[src/rtl/gpr_scoreboard_pkg.sv]
// rtl/gpr_scoreboard_pkg.sv - GPR destination/source selector encodings and index helper
// Holds package_gpr_destination_selector (destination selector enum) and
// package_gpr_source_selector (source selector enum, register count, gpr_index()).
// Both encodings share codes 0..11 for GPR0..GPR7, RA, RAP, RB, RBP.

package package_gpr_destination_selector;

    typedef enum logic [3:0] {
        DST_GPR0 = 4'd0,
        DST_GPR1 = 4'd1,
        DST_GPR2 = 4'd2,
        DST_GPR3 = 4'd3,
        DST_GPR4 = 4'd4,
        DST_GPR5 = 4'd5,
        DST_GPR6 = 4'd6,
        DST_GPR7 = 4'd7,
        DST_RA   = 4'd8,
        DST_RAP  = 4'd9,
        DST_RB   = 4'd10,
        DST_RBP  = 4'd11,
        DST_NONE = 4'd15
    } GPR_DESTINATION_SELECTOR;

endpackage

package package_gpr_source_selector;

    localparam int GPR_COUNT = 12;

    typedef enum logic [3:0] {
        SRC_GPR0      = 4'd0,
        SRC_GPR1      = 4'd1,
        SRC_GPR2      = 4'd2,
        SRC_GPR3      = 4'd3,
        SRC_GPR4      = 4'd4,
        SRC_GPR5      = 4'd5,
        SRC_GPR6      = 4'd6,
        SRC_GPR7      = 4'd7,
        SRC_RA        = 4'd8,
        SRC_RAP       = 4'd9,
        SRC_RB        = 4'd10,
        SRC_RBP       = 4'd11,
        SRC_IMMEDIATE = 4'd14,
        SRC_NONE      = 4'd15
    } GPR_SOURCE_SELECTOR;

    typedef struct packed {
        logic       tracked;
        logic [3:0] index;
    } gpr_index_t;

    // Untracked codes report index 0 so callers can index per-register
    // vectors without going out of range; the tracked flag masks the result.
    function automatic gpr_index_t gpr_index(input logic [3:0] selector);
        gpr_index_t result;
        result.tracked = (selector < 4'd12);
        result.index   = result.tracked ? selector : 4'd0;
        return result;
    endfunction

endpackage

[src/rtl/gpr_scoreboard_if.sv]
// rtl/gpr_scoreboard_if.sv - issue and write-back signal bundle for gpr_scoreboard
// master: decode/pipeline side (drives issue_* and writeback_*, receives issue_ready)
// slave : scoreboard side

interface gpr_scoreboard_if;
    import package_gpr_source_selector::*;
    import package_gpr_destination_selector::*;

    logic                    issue_valid;
    logic                    issue_ready;
    GPR_DESTINATION_SELECTOR issue_destination;
    GPR_SOURCE_SELECTOR      issue_source_a;
    GPR_SOURCE_SELECTOR      issue_source_b;
    logic                    writeback_valid;
    GPR_DESTINATION_SELECTOR writeback_destination;

    modport master (
        output issue_valid,
        input  issue_ready,
        output issue_destination,
        output issue_source_a,
        output issue_source_b,
        output writeback_valid,
        output writeback_destination
    );

    modport slave (
        input  issue_valid,
        output issue_ready,
        input  issue_destination,
        input  issue_source_a,
        input  issue_source_b,
        input  writeback_valid,
        input  writeback_destination
    );

endinterface

[src/rtl/gpr_scoreboard_pending_counter.sv]
// rtl/gpr_scoreboard_pending_counter.sv - per-register saturating up/down pending-write counter
// Module gpr_pending_counter.
// Ports: clock, reset_n (async, active-low), clear (sync), inc, dec,
//        count (registered value), underflow (dec seen while count is zero).

module gpr_pending_counter #(
    parameter int MAX_INFLIGHT = 3,
    parameter int CW           = $clog2(MAX_INFLIGHT + 1)
) (
    input  logic          clock,
    input  logic          reset_n,
    input  logic          clear,
    input  logic          inc,
    input  logic          dec,
    output logic [CW-1:0] count,
    output logic          underflow
);

    localparam logic [CW-1:0] MAX_C = CW'(MAX_INFLIGHT);

    logic [CW-1:0] count_q;
    logic [CW-1:0] count_d;

    // Simultaneous inc and dec cancel; the saturation and zero guards only
    // protect the counter, the scoreboard never requests an illegal step.
    always_comb begin
        count_d = count_q;
        if (clear) begin
            count_d = '0;
        end else if (inc && !dec) begin
            if (count_q != MAX_C) begin
                count_d = count_q + 1'b1;
            end
        end else if (dec && !inc) begin
            if (count_q != '0) begin
                count_d = count_q - 1'b1;
            end
        end
    end

    always_ff @(posedge clock or negedge reset_n) begin
        if (!reset_n) begin
            count_q <= '0;
        end else begin
            count_q <= count_d;
        end
    end

    assign count     = count_q;
    assign underflow = dec & ~clear & (count_q == '0);

endmodule

[src/rtl/gpr_scoreboard.sv]
// rtl/gpr_scoreboard.sv - issue-side hazard tracker for the GPR set
// Ports: clock, reset_n (async, active-low), sb (gpr_scoreboard_if.slave:
//        issue handshake + write-back), flush (sync clear of pending state),
//        busy[11:0] (per-register pending flag), underflow_error (sticky).
// Optional: GPR_SCOREBOARD_BYPASS_EN lets a same-cycle write-back relieve
//           the hazard it resolves.

module gpr_scoreboard
    import package_gpr_source_selector::*;
    import package_gpr_destination_selector::*;
#(
    parameter int MAX_INFLIGHT = 3
) (
    input  logic                   clock,
    input  logic                   reset_n,
    gpr_scoreboard_if.slave        sb,
    input  logic                   flush,
    output logic [GPR_COUNT-1:0]   busy,
    output logic                   underflow_error
);

    localparam int            CW    = $clog2(MAX_INFLIGHT + 1);
    localparam logic [CW-1:0] MAX_C = CW'(MAX_INFLIGHT);

    gpr_index_t src_a;
    gpr_index_t src_b;
    gpr_index_t dst;
    gpr_index_t wbk;

    logic [CW-1:0]        count [GPR_COUNT];
    logic [GPR_COUNT-1:0] nonzero_vec;
    logic [GPR_COUNT-1:0] sat_vec;
    logic [GPR_COUNT-1:0] inc_vec;
    logic [GPR_COUNT-1:0] dec_vec;
    logic [GPR_COUNT-1:0] uf_vec;
    logic                 relieve_a;
    logic                 relieve_b;
    logic                 relieve_d;
    logic                 hazard;
    logic                 accept;
    logic                 underflow_error_q;
    logic                 underflow_error_d;

    assign src_a = gpr_index(sb.issue_source_a);
    assign src_b = gpr_index(sb.issue_source_b);
    assign dst   = gpr_index(sb.issue_destination);
    assign wbk   = gpr_index(sb.writeback_destination);

    always_comb begin
        nonzero_vec = '0;
        sat_vec     = '0;
        for (int r = 0; r < GPR_COUNT; r++) begin
            nonzero_vec[r] = (count[r] != '0);
            sat_vec[r]     = (count[r] == MAX_C);
        end
    end

`ifdef GPR_SCOREBOARD_BYPASS_EN
    logic [GPR_COUNT-1:0] one_vec;
    logic                 wb_hit;

    always_comb begin
        one_vec = '0;
        for (int r = 0; r < GPR_COUNT; r++) begin
            one_vec[r] = (count[r] == CW'(1));
        end
    end

    // A source hazard only disappears if this write-back is the last one
    // outstanding; saturation on D is relieved by any write-back to D since
    // the accept and retire then cancel in the counter.
    assign wb_hit    = sb.writeback_valid & wbk.tracked;
    assign relieve_a = wb_hit & (wbk.index == src_a.index) & one_vec[src_a.index];
    assign relieve_b = wb_hit & (wbk.index == src_b.index) & one_vec[src_b.index];
    assign relieve_d = wb_hit & (wbk.index == dst.index);
`else
    assign relieve_a = 1'b0;
    assign relieve_b = 1'b0;
    assign relieve_d = 1'b0;
`endif

    assign hazard = (src_a.tracked & nonzero_vec[src_a.index] & ~relieve_a)
                  | (src_b.tracked & nonzero_vec[src_b.index] & ~relieve_b)
                  | (dst.tracked   & sat_vec[dst.index]       & ~relieve_d);

    assign sb.issue_ready = sb.issue_valid & ~hazard & ~flush;
    assign accept         = sb.issue_valid & sb.issue_ready;

    // Write-backs arriving during flush are dropped entirely, so they can
    // neither decrement nor raise underflow.
    always_comb begin
        inc_vec = '0;
        dec_vec = '0;
        for (int r = 0; r < GPR_COUNT; r++) begin
            inc_vec[r] = accept & dst.tracked & (dst.index == 4'(r));
            dec_vec[r] = sb.writeback_valid & ~flush & wbk.tracked & (wbk.index == 4'(r));
        end
    end

    for (genvar r = 0; r < GPR_COUNT; r++) begin : g_counter
        gpr_pending_counter #(
            .MAX_INFLIGHT (MAX_INFLIGHT),
            .CW           (CW)
        ) u_counter (
            .clock     (clock),
            .reset_n   (reset_n),
            .clear     (flush),
            .inc       (inc_vec[r]),
            .dec       (dec_vec[r]),
            .count     (count[r]),
            .underflow (uf_vec[r])
        );
    end

    assign underflow_error_d = underflow_error_q | (|uf_vec);

    always_ff @(posedge clock or negedge reset_n) begin
        if (!reset_n) begin
            underflow_error_q <= 1'b0;
        end else begin
            underflow_error_q <= underflow_error_d;
        end
    end

    assign busy            = nonzero_vec;
    assign underflow_error = underflow_error_q;

endmodule

[src/flat_wrapper.sv]
// flat-port wrapper written by rule: the top's interface ports become plain ports
module gpr_scoreboard_flat import package_gpr_source_selector::*; import package_gpr_destination_selector::*;
#(
    parameter int MAX_INFLIGHT = 3
)
  (clock, reset_n, flush, busy, underflow_error, sb_issue_valid, sb_issue_ready, sb_issue_destination, sb_issue_source_a, sb_issue_source_b, sb_writeback_valid, sb_writeback_destination);
  gpr_scoreboard_if sb_i ();
  input  logic clock;
  input  logic reset_n;
  input  logic flush;
  output logic [GPR_COUNT-1:0] busy;
  output logic underflow_error;
  input wire logic [$bits(sb_i.issue_valid)-1:0] sb_issue_valid;
  output wire logic [$bits(sb_i.issue_ready)-1:0] sb_issue_ready;
  input wire logic [$bits(sb_i.issue_destination)-1:0] sb_issue_destination;
  input wire logic [$bits(sb_i.issue_source_a)-1:0] sb_issue_source_a;
  input wire logic [$bits(sb_i.issue_source_b)-1:0] sb_issue_source_b;
  input wire logic [$bits(sb_i.writeback_valid)-1:0] sb_writeback_valid;
  input wire logic [$bits(sb_i.writeback_destination)-1:0] sb_writeback_destination;
  assign sb_i.issue_valid = sb_issue_valid;
  assign sb_issue_ready = sb_i.issue_ready;
  assign sb_i.issue_destination = sb_issue_destination;
  assign sb_i.issue_source_a = sb_issue_source_a;
  assign sb_i.issue_source_b = sb_issue_source_b;
  assign sb_i.writeback_valid = sb_writeback_valid;
  assign sb_i.writeback_destination = sb_writeback_destination;
  gpr_scoreboard #(.MAX_INFLIGHT(MAX_INFLIGHT)) u_core (.clock(clock), .reset_n(reset_n), .sb(sb_i), .flush(flush), .busy(busy), .underflow_error(underflow_error));
endmodule
[config.mk]
export PLATFORM = sky130hd
export DESIGN_NAME = gpr_scoreboard_flat
export DESIGN_NICKNAME = d
export VERILOG_FILES = /design/src/rtl/gpr_scoreboard_pkg.sv /design/src/rtl/gpr_scoreboard_if.sv /design/src/rtl/gpr_scoreboard_pending_counter.sv /design/src/rtl/gpr_scoreboard.sv /design/src/flat_wrapper.sv
export SDC_FILE = /design/constraint.sdc
export NUM_CORES = 1
export LEC_CHECK = 0
export BUFFER_PORTS_ARGS = -buffer_cell sky130_fd_sc_hd__buf_2
export CORE_MARGIN = 2
export CORE_UTILIZATION = 40
export CTS_CLUSTER_SIZE = 8
export DETAILED_ROUTE_END_ITERATION = 8
export GPL_ROUTABILITY_DRIVEN = 0
export HOLD_SLACK_MARGIN = 0.05
export PLACE_DENSITY = 0.7
export SLEW_MARGIN = 10
export SYNTH_ARGS = -nofsm -noshare
export SYNTH_HDL_FRONTEND = slang
export SYNTH_SLANG_ARGS = --single-unit
[constraint.sdc]
create_clock -name clock -period 3.4 [get_ports clock]
set_clock_uncertainty 0.15 [all_clocks]
set_input_delay 0.51 -clock clock [delete_from_list [all_inputs] [get_ports clock]]
set_output_delay 0.51 -clock clock [all_outputs]
set_load 0.01 [all_outputs]
Word level (Yosys, flattened, before mapping)
Index checks and enable logic that the tools add are counted.
{"block": "classes", "bitwise_logic": 62, "add_sub_neg": 24, "n_div": 0, "shift": 0, "n_reduce_logical": 111, "n_lt_le_gt_ge": 7, "eq_ne": 58, "multipliers": 0, "muxes": 70}
{"op": "two-way mux 2 bit", "n": 60}
{"op": "nonzero test 3 bit", "n": 24}
{"op": "bitwise AND 1 bit", "n": 57}
{"op": "!= test 3 x 2 -> 1 bit, second input constant", "n": 12}
{"op": "AND reduction 3 bit", "n": 12}
{"op": "== test 4 x 3 -> 1 bit, second input constant", "n": 8}
{"op": "== test 4 bit, second input constant", "n": 8}
{"op": "adder 2 x 1 -> 2 bit, second input constant", "n": 12}
{"op": "== test 2 bit, second input constant", "n": 12}
{"op": "logical AND 1 bit", "n": 24}
{"op": "logical NOT 1 bit", "n": 24}
{"op": "logical NOT 2 bit", "n": 12}
{"op": "!= test 2 bit, second input constant", "n": 12}
{"op": "nonzero test 2 bit", "n": 12}
{"op": "subtractor 2 x 1 -> 2 bit, second input constant", "n": 12}
{"op": "== test 4 x 2 -> 1 bit, second input constant", "n": 4}
{"op": "less-than comparator 4 bit, second input constant", "n": 4}
{"op": "two-way mux 4 bit", "n": 4}
{"op": "less-than comparator 4 x 5 -> 1 bit, second input constant", "n": 3}
{"op": "binary-select mux 1 bit (select 4 bit)", "n": 3}
{"op": "OR reduction 12 bit", "n": 1}
{"op": "== test 4 x 1 -> 1 bit, second input constant", "n": 2}
{"op": "logical NOT 4 bit", "n": 2}
{"op": "two-way mux 1 bit", "n": 3}
{"op": "2 further kinds", "n": 5}
{"block": "word_totals", "output_inout_bits": 14, "ramBits": 0, "mem_count": 0, "romBits": 0, "reg_bits": 25, "latch_bits": 0, "inputBits": 21, "elab_cells": 345}

Depth between registers and ports, before layout
Gate-level depths: netlist (run 1).
{"block": "logic_depth", "depth_word": 18, "ltp_mapped": 10, "depth_no_buf": 9}

Cells and area by module
A second synthesis (run 1) with hierarchy kept.
{"block": "hier_totals", "cells_unflattened": 313, "area_unflattened_um2": 2642.5}
{"module": "gpr_pending_counter", "cells_per_inst": 13, "area_each_um2": 130.1, "seq_area_each_um2": 50.0, "instances": 12}
{"module": "gpr_scoreboard", "cells_per_inst": 157, "area_each_um2": 1081.0, "seq_area_each_um2": 25.0, "instances": 1}

Worst setup path before layout (run 1)
OpenSTA, ideal clock, no wires.
{"block": "synth_path", "path_type": "in2reg", "from": "input port sb_issue_destination[2]", "to": "register u_core.g_counter[3].u_counter.count_q[0]", "arrival_ns": 2.590, "setup_time_ns": 0.094, "path_stages": 9, "path_buffers": 1, "required_ns": 3.156, "setup_slack_ns": 0.566, "cell_sequence": "ha_1 nor3b_2 a21oi_1 and3_1 buf_6 nor3_2 and4_4 mux2_4 a221oi_2"}
{"block": "synth_via", "elab_chain_cells": 16, "elab_cells_between_ends": 22, "classes_between": "1 x order compare; 2 x eq/ne; 5 x mux; 8 x bitwise; 6 x reduce/logical"}
{"element": "start, declared", "line": "flat_wrapper.sv:15", "text": "input wire logic [$bits(sb_i.issue_destination)-1:0] sb_issue_destination;"}
{"element": "less-than comparator 4 bit", "line": "gpr_scoreboard_pkg.sv:56", "text": "result.tracked = (selector < 4'd12);"}
{"element": "two-way mux 4 bit", "line": "gpr_scoreboard_pkg.sv:57", "text": "result.index = result.tracked ? selector : 4'd0;"}
{"element": "binary-select mux 1 bit (select 4 bit)", "line": "gpr_scoreboard.sv:84", "text": "| (dst.tracked & sat_vec[dst.index] & ~relieve_d);"}
{"element": "two-way mux 1 bit (implied by the code)", "line": "gpr_scoreboard.sv:84"}
{"element": "bitwise AND 1 bit", "line": "gpr_scoreboard.sv:84"}
{"element": "bitwise OR 1 bit", "line": "gpr_scoreboard.sv:84"}
{"element": "inverter 1 bit", "line": "gpr_scoreboard.sv:86", "text": "assign sb.issue_ready = sb.issue_valid & ~hazard & ~flush;"}
{"element": "bitwise AND 1 bit (2 in series)", "line": "gpr_scoreboard.sv:86"}
{"element": "bitwise AND 1 bit", "line": "gpr_scoreboard.sv:87", "text": "assign accept = sb.issue_valid & sb.issue_ready;"}
{"element": "bitwise AND 1 bit", "line": "gpr_scoreboard.sv:95", "text": "inc_vec[r] = accept & dst.tracked & (dst.index == 4'(r));"}
{"element": "bitwise AND 1 bit (*)", "line": "gpr_scoreboard.sv:95"}
{"element": "logical NOT 1 bit", "line": "gpr_scoreboard_pending_counter.sv:34", "text": "end else if (dec && !inc) begin"}
{"element": "logical AND 1 bit", "line": "gpr_scoreboard_pending_counter.sv:34"}
{"element": "nonzero test 3 bit (no source line)"}
{"element": "AND reduction 3 bit (no source line)"}
{"element": "end signal, assigned", "line": "gpr_scoreboard_pending_counter.sv:45", "text": "count_q <= count_d;"}
{"element": "end, declared", "line": "gpr_scoreboard_pending_counter.sv:21", "text": "logic [CW-1:0] count_q;"}
Every way passes the cells marked *; elsewhere a longest branch is shown, timed or not. The select of a mux whose other input is x is not followed.
A chain may end at the register's enable or synchronous reset.

Worst setup path in the final report (run 1)
{"block": "layout_path", "from": "input port sb_issue_destination[2]", "to": "output port sb_issue_ready"}
{"block": "layout_via", "elab_chain_cells": 9}
{"element": "less-than comparator 4 bit", "line": "gpr_scoreboard_pkg.sv:56"}
{"element": "two-way mux 4 bit", "line": "gpr_scoreboard_pkg.sv:57"}
{"element": "binary-select mux 1 bit (select 4 bit)", "line": "gpr_scoreboard.sv:84"}
{"element": "two-way mux 1 bit (implied by the code)", "line": "gpr_scoreboard.sv:84"}
{"element": "bitwise AND 1 bit (*)", "line": "gpr_scoreboard.sv:84"}
{"element": "bitwise OR 1 bit (*)", "line": "gpr_scoreboard.sv:84"}
{"element": "inverter 1 bit (*)", "line": "gpr_scoreboard.sv:86"}
{"element": "bitwise AND 1 bit (*) (2 in series)", "line": "gpr_scoreboard.sv:86"}
{"element": "end, declared", "line": "flat_wrapper.sv:14", "text": "output wire logic [$bits(sb_i.issue_ready)-1:0] sb_issue_ready;"}
Marked as above.

==> impl_metrics.tcl, run 1 <==
set metrics [dict create \
    syn_nets 351 \
    crit_required_ps 2740 \
    fp-row-count 28 \
    synthMuxAreaShare_pct 6.55 \
    vias 2531 \
    synthAdderAreaFrac_pct 3.64 \
    fp.dieArea_mm2 0.00666 \
    drv_slew 0 \
    wl_mm 6.80 \
    synthDominantCellAreaShare_pct 26.0 \
    crit_path_max_fanout 7 \
    design.core.area_mm2 0.00589 \
    vdd_drop_max_uv 159 \
    cts.sinks 25 \
    drtIter0Drc 235 \
    die_w_um 81.6 \
    synth_compound_area_share_pct 23.1 \
    period_share_pct 90.1 \
    synth_edf_count 0 \
    yosys_warnings 0 \
    cpMaxStageDelayCell "nor3b_2" \
    hp-class "in -> async" \
    cp_common_cell "buf_2" \
    slowest_delay_ps 370 \
    io-pin-count 35 \
    post_cts_buffers 0 \
    mostFrequentLayoutCells "nor2_1 (41), nand2_1 (36), buf_2 (34), a21oi_1 (28), dfrtp_1 (25)" \
    avgSynthCellArea_um2 7.46 \
    start_util_pct 40.9 \
    firstDrtPassIters 5 \
    cap_violations 0 \
    post-dp-hpwl_mm 5.25 \
    synthTopCellsByArea "dfrtp_1 (26%), nor2_1 (6.4%), a21oi_1 (5.8%), nand2_1 (5.6%), ha_1 (3.6%)" \
    clockRootBuffer "clkbuf_8" \
    cts_tree "done" \
    p_leak_nw 1.21 \
    grt_pass1_wl_mm 11.1 \
    critical-path-top-delay-family "simple AND/OR/NAND/NOR gates" \
    path_clk_slew_ps 90 \
    clk_latency_ps 280 \
    p_switching_mw 0.187 \
    synth_top_family_by_area "simple AND/OR/NAND/NOR gates" \
    p_clk_share_pct 30.4 \
    synth-seq-cells 25 \
    seq_power_share_pct 48.9 \
    dp_slack_ps 209 \
    crit_path_start_kind "input pin" \
    cp_num_buf_inv 2 \
    diodes 0 \
    drc 0 \
    arrival_ps 2400 \
    yosysUniqueCellTypes 53 \
    die_h_um 81.6 \
    sw_frac_of_total_pct 30.3 \
    worstSetupPathType "in -> out" \
    intPower_mw 0.430 \
    combinationalPowerShare_pct 20.7 \
    ant_nets 0 \
    grt_pass1_vias 2332 \
    clockBufferDepth 2 \
    worst_pin_slew_ps 692 \
    synthCells 323 \
    grt.total_usage_pct 21.6 \
    hold_violations 0 \
    grt_start_max_net_pins 32 \
    fin_crit_ps 3060 \
    syn_area_mm2 0.00241 \
    hold_buffers 0 \
    final-setup-viol-count 0 \
    fin_nets 384 \
    via_per_inst 5.89 \
    synth_xor_xnor_area_share_pct 0 \
    grt_overflow 0 \
    antenna_found_initial 0 \
    status "finished clean" \
    ys_seq_area_share_pct 26.0 \
    rsz0062_at_grt "false" \
    fin_ws_ps 338 \
    avgRoutedWirePerCell_um 15.8 \
    drive_gt1_share_pct 17.2 \
    nFillCells 600 \
    io_buffers 34 \
    synth.largest_area_cell "dfrtp_1" \
    ys_async_sr_fraction_pct 100 \
    p_per_area_mw_per_mm2 229 \
    end_kind "output pin" \
    ys.flop_type "dfrtp_1" \
    syn_to_final_growth_pct 11.9 \
    fmax_mhz 327 \
    cts_resized 0 \
    totalNegativeSetupSlack_ps 0 \
    slew-limit-headroom_pct 53.5 \
    htreeDepth 1 \
    path_cells "buf_2 -> ha_1 -> nor3b_2 -> a222oi_1 -> and3_1 -> nor3_2 -> nor2_1 -> nor3_1 -> buf_2" \
    cts_buffers 3 \
    synth-simple-area-share_pct 34.8 \
    final_common_cell "nor2_1" \
]
-- worst register-to-register path, stage by stage, from the launching register on --
cell and delay (ps):
dfrtp_1 430, nor2_1 140, or2_1 220, mux4_2 480, nor3b_2 240, nor3_2 70
buf_4 200, and4_4 220, mux2_4 300, a221oi_2 270
-- cell type report --
| type | count | area, µm² | share of cell area, % |
|---|---|---|---|
| multi-input cells | 264 | 1640 | 60.7 |
| repair buffers | 39 | 208 | 7.70 |
| clock buffers | 4 | 45.0 | 1.67 |
| well taps | 75 | 93.8 | 3.48 |
| flip-flops and latches | 25 | 626 | 23.2 |
| inverters | 23 | 86.3 | 3.20 |
-- per-stage QoR --
| stage | util, % | power [mW] | hold slack [ps] | instance area [µm²] | cells |
|---|---|---|---|---|---|
| floorplan | - | 0.387 | 64.4 | 2410 | 323 |
| global placement | 45.0 | 0.432 | 343 | 2650 | 426 |
| detailed placement | 45.0 | 0.434 | 346 | 2650 | 426 |
| CTS | 45.8 | 0.623 | 94.3 | 2700 | 430 |
| global route | 45.8 | 0.650 | 112 | 2700 | 430 |
| finish | 45.8 | 0.617 | 81.1 | 2700 | 430 |
-- routing by layer --
metal	GRT usage (%)	wire length [µm]	vias up
met2	35.4	3100	103
met1	29.6	3060	1190
met5	0	0	-
met4	6.00	128	0
li1	-	-	1226
met3	3.52	512	12
-- cells in the mapped netlist, drive strengths merged (6+ instances only) --
| master | instances |
|---|---|
| o21ai | 15 |
| nor2 | 41 |
| ha | 7 |
| dfrtp | 25 |
| and4 | 6 |
| nand3 | 15 |
| nand2b | 11 |
| a21oi | 28 |
| nor3b | 7 |
| inv | 23 |
| clkbuf | 7 |
| nor3 | 9 |
| nor2b | 9 |
| nand2 | 36 |
-- flip-flops by register name (all words and copies together) (netlist names) --
| register | cells |
|---|---|
| u_core.g_counter.u_counter.count | 24 |
| u_core.underflow_error | 1 |
-- kinds of logic after synthesis --
kind of cell,after synthesis
DFF,25
AOI/OAI and AO/OA,86
buffers and inverters,34
adders and majority gates,7
muxes,11
and+or+nand+nor,160
-- power groups by stage --
stage	clock network [mW]	registers (mW)	logic [mW]
finish	0.187	0.302	0.128
global route	0.205	0.302	0.143
global placement	0	0.307	0.124
floorplan	0	0.307	0.0801
detailed placement	0	0.308	0.126
CTS	0.195	0.302	0.127
-- path summary, 6_finish.rpt --
| path | startpoint | endpoint | slack (ps) | cells after the start |
|---|---|---|---|---|
| worst max-delay path | sb_issue_destination[2] | sb_issue_ready | 340 | 9 |
| worst min-delay path | reset_n | u_core.g_counter[1].u_counter.count[1] | 80 | 1 |
| worst max register to register | u_core.g_counter[5].u_counter.count[1] | u_core.g_counter[3].u_counter.count[0] | 590 | 9 |
| worst min register to register | u_core.underflow_error | u_core.underflow_error | 360 | 2 |
| max in group asynchronous | reset_n | u_core.g_counter[4].u_counter.count[1] | 2610 | 1 |
| min in group clock | u_core.underflow_error | u_core.underflow_error | 360 | 2 |
(Power assumes the default switching activity.)
==> run 2, diff against run 1 <==
--- a/config.mk
+++ b/config.mk
@@ -5,8 +5,8 @@
 export SDC_FILE = /design/constraint.sdc
 export NUM_CORES = 1
 export LEC_CHECK = 0
-export BUFFER_PORTS_ARGS = -buffer_cell sky130_fd_sc_hd__buf_2
-export CORE_MARGIN = 2
+export BUFFER_PORTS_ARGS = -buffer_cell sky130_fd_sc_hd__clkbuf_2
+export CORE_MARGIN = 1.5
 export CORE_UTILIZATION = 40
 export CTS_CLUSTER_SIZE = 8
 export DETAILED_ROUTE_END_ITERATION = 8
==> impl_metrics.tcl, run 2 (synthesis gave the netlist of run 1 again) <==
set metrics [dict create \
    drive_gt1_share_pct 17.6 \
    grt_start_max_net_pins 26 \
    grt_overflow 0 \
    firstDrtPassIters 5 \
    avgRoutedWirePerCell_um 16.4 \
    wl_mm 7.11 \
    worstSetupPathType "in -> out" \
    cts_resized 0 \
    syn_to_final_growth_pct 12.6 \
    period_share_pct 92.3 \
    antenna_found_initial 0 \
    end_kind "output pin" \
    critPathLaunch "sb_issue_destination[2]" \
    cp_common_cell "clkbuf_2" \
    vdd_drop_max_uv 129 \
    status "finished clean" \
    grt_pass1_vias 2373 \
    cap_violations 0 \
    fp-row-count 28 \
    hp-class "in -> async" \
    drtIter0Drc 174 \
    rsz0062_at_grt "false" \
    fmax_mhz 319 \
    slew-limit-headroom_pct 52.8 \
    p_leak_nw 1.21 \
    post-dp-hpwl_mm 5.47 \
    crit_path_start_kind "input pin" \
    cpMaxStageDelayCell "nor3b_2" \
    layout.area.seq_um2 626 \
    ant_nets 0 \
    multi_input_area_mm2 0.00164 \
    htreeDepth 1 \
    arrival_ps 2480 \
    post_cts_buffers 0 \
    cts_tree "done" \
    die_w_um 80.6 \
    hold_violations 0 \
    r2r_start "u_core.g_counter[3].u_counter.count[0]" \
    crit_path_max_fanout 7 \
    slowest_delay_ps 400 \
    largest_register_ffs 24 \
    cts_buffers 3 \
    p_total_mw 0.628 \
    worst_pin_slew_ps 702 \
    crit_required_ps 2740 \
    cts.sinks 25 \
    p_per_area_mw_per_mm2 231 \
    clockBufferDepth 2 \
    nFillCells 596 \
    fin_nets 386 \
    totalNegativeSetupSlack_ps 0 \
    design.core.area_mm2 0.00585 \
    grt.total_usage_pct 23.0 \
    mostFrequentLayoutCells "nor2_1 (41), nand2_1 (36), clkbuf_2 (34), a21oi_1 (28), dfrtp_1 (25)" \
    diodes 0 \
    fin_crit_ps 3140 \
    path_clk_slew_ps 100 \
    io_buffers 34 \
    grt_pass1_wl_mm 11.6 \
    via_per_inst 5.98 \
    clk_latency_ps 280 \
    final_common_cell "nor2_1" \
    drv_slew 0 \
    vias 2584 \
    fp.dieArea_mm2 0.00650 \
    io-pin-count 35 \
    path_cells "clkbuf_2 -> ha_1 -> nor3b_2 -> a222oi_1 -> and3_1 -> nor3_2 -> nor2_1 -> nor3_1 -> clkbuf_2" \
    clockRootBuffer "clkbuf_8" \
    drc 0 \
    final-setup-viol-count 0 \
    hold_buffers 0 \
    start_util_pct 41.2 \
    die_h_um 80.6 \
]
## run 2: changes by cell type in the layout (fill, tap and decap cells not counted)
cell / previous run / this run
buf_2: 34 / 0
buf_4: 5 / 7
clkbuf_2: 0 / 34
## run 2: report_power, final
part           internal [mW]  switching [mW]  total [mW]
registers              0.299         0.00287       0.302
logic                 0.0482          0.0841       0.132
clock network         0.0843           0.109       0.194
## run 2: routing by layer
metal  vias to the layer above  global-route usage (%)  part of all wire, %
met1                      1221                    30.3                   43
met5                         -                       0                    0
met4                         0                    9.14                  3.6
li1                       1239                       -                    -
met2                       102                    38.5                   47
met3                        22                    2.16                  5.7
## run 2: stage by stage
step | setup WS, ps | hold slack [ps] | cells | area [µm²] | utilization (%)
after floorplan | 566 | 64.4 | 323 | 2410 | -
after detailed placement | 222 | 326 | 428 | 2670 | 45.6
after CTS | 276 | 131 | 432 | 2710 | 46.3
after global placement | 308 | 329 | 428 | 2670 | 45.6
after global routing | 31.0 | 150 | 432 | 2710 | 46.3
final | 263 | 104 | 432 | 2710 | 46.3
## run 2: path summary, 6_finish.rpt
| kind | cells past startpoint | to | slack (ps) |
|---|---|---|---|
| worst max register to register | 9 | u_core.g_counter[8].u_counter.count[0] | 540 |
| min in group clock | 2 | u_core.underflow_error | 350 |
| worst min-delay path | 1 | u_core.g_counter[1].u_counter.count[0] | 100 |
| worst min register to register | 2 | u_core.underflow_error | 350 |
| worst max-delay path | 9 | sb_issue_ready | 260 |
| max in group asynchronous | 1 | u_core.g_counter[4].u_counter.count[1] | 2560 |
## run 2: final cells by class
type                            count  area share [%]
Multi-Input combinational cell    264            60.4
Sequential cell                    25            23.1
Timing Repair Buffer               41            8.21
Tap cell                           75            3.46
Inverter                           23            3.18
Clock buffer                        4            1.66
## run 2: critical path: cells and delay by family
family                     cells  cell delay, ps
buffers and inverters          2             270
AOI/OAI and AO/OA              1             170
and+or+nand+nor                5            1250
adders and majority gates      1             290
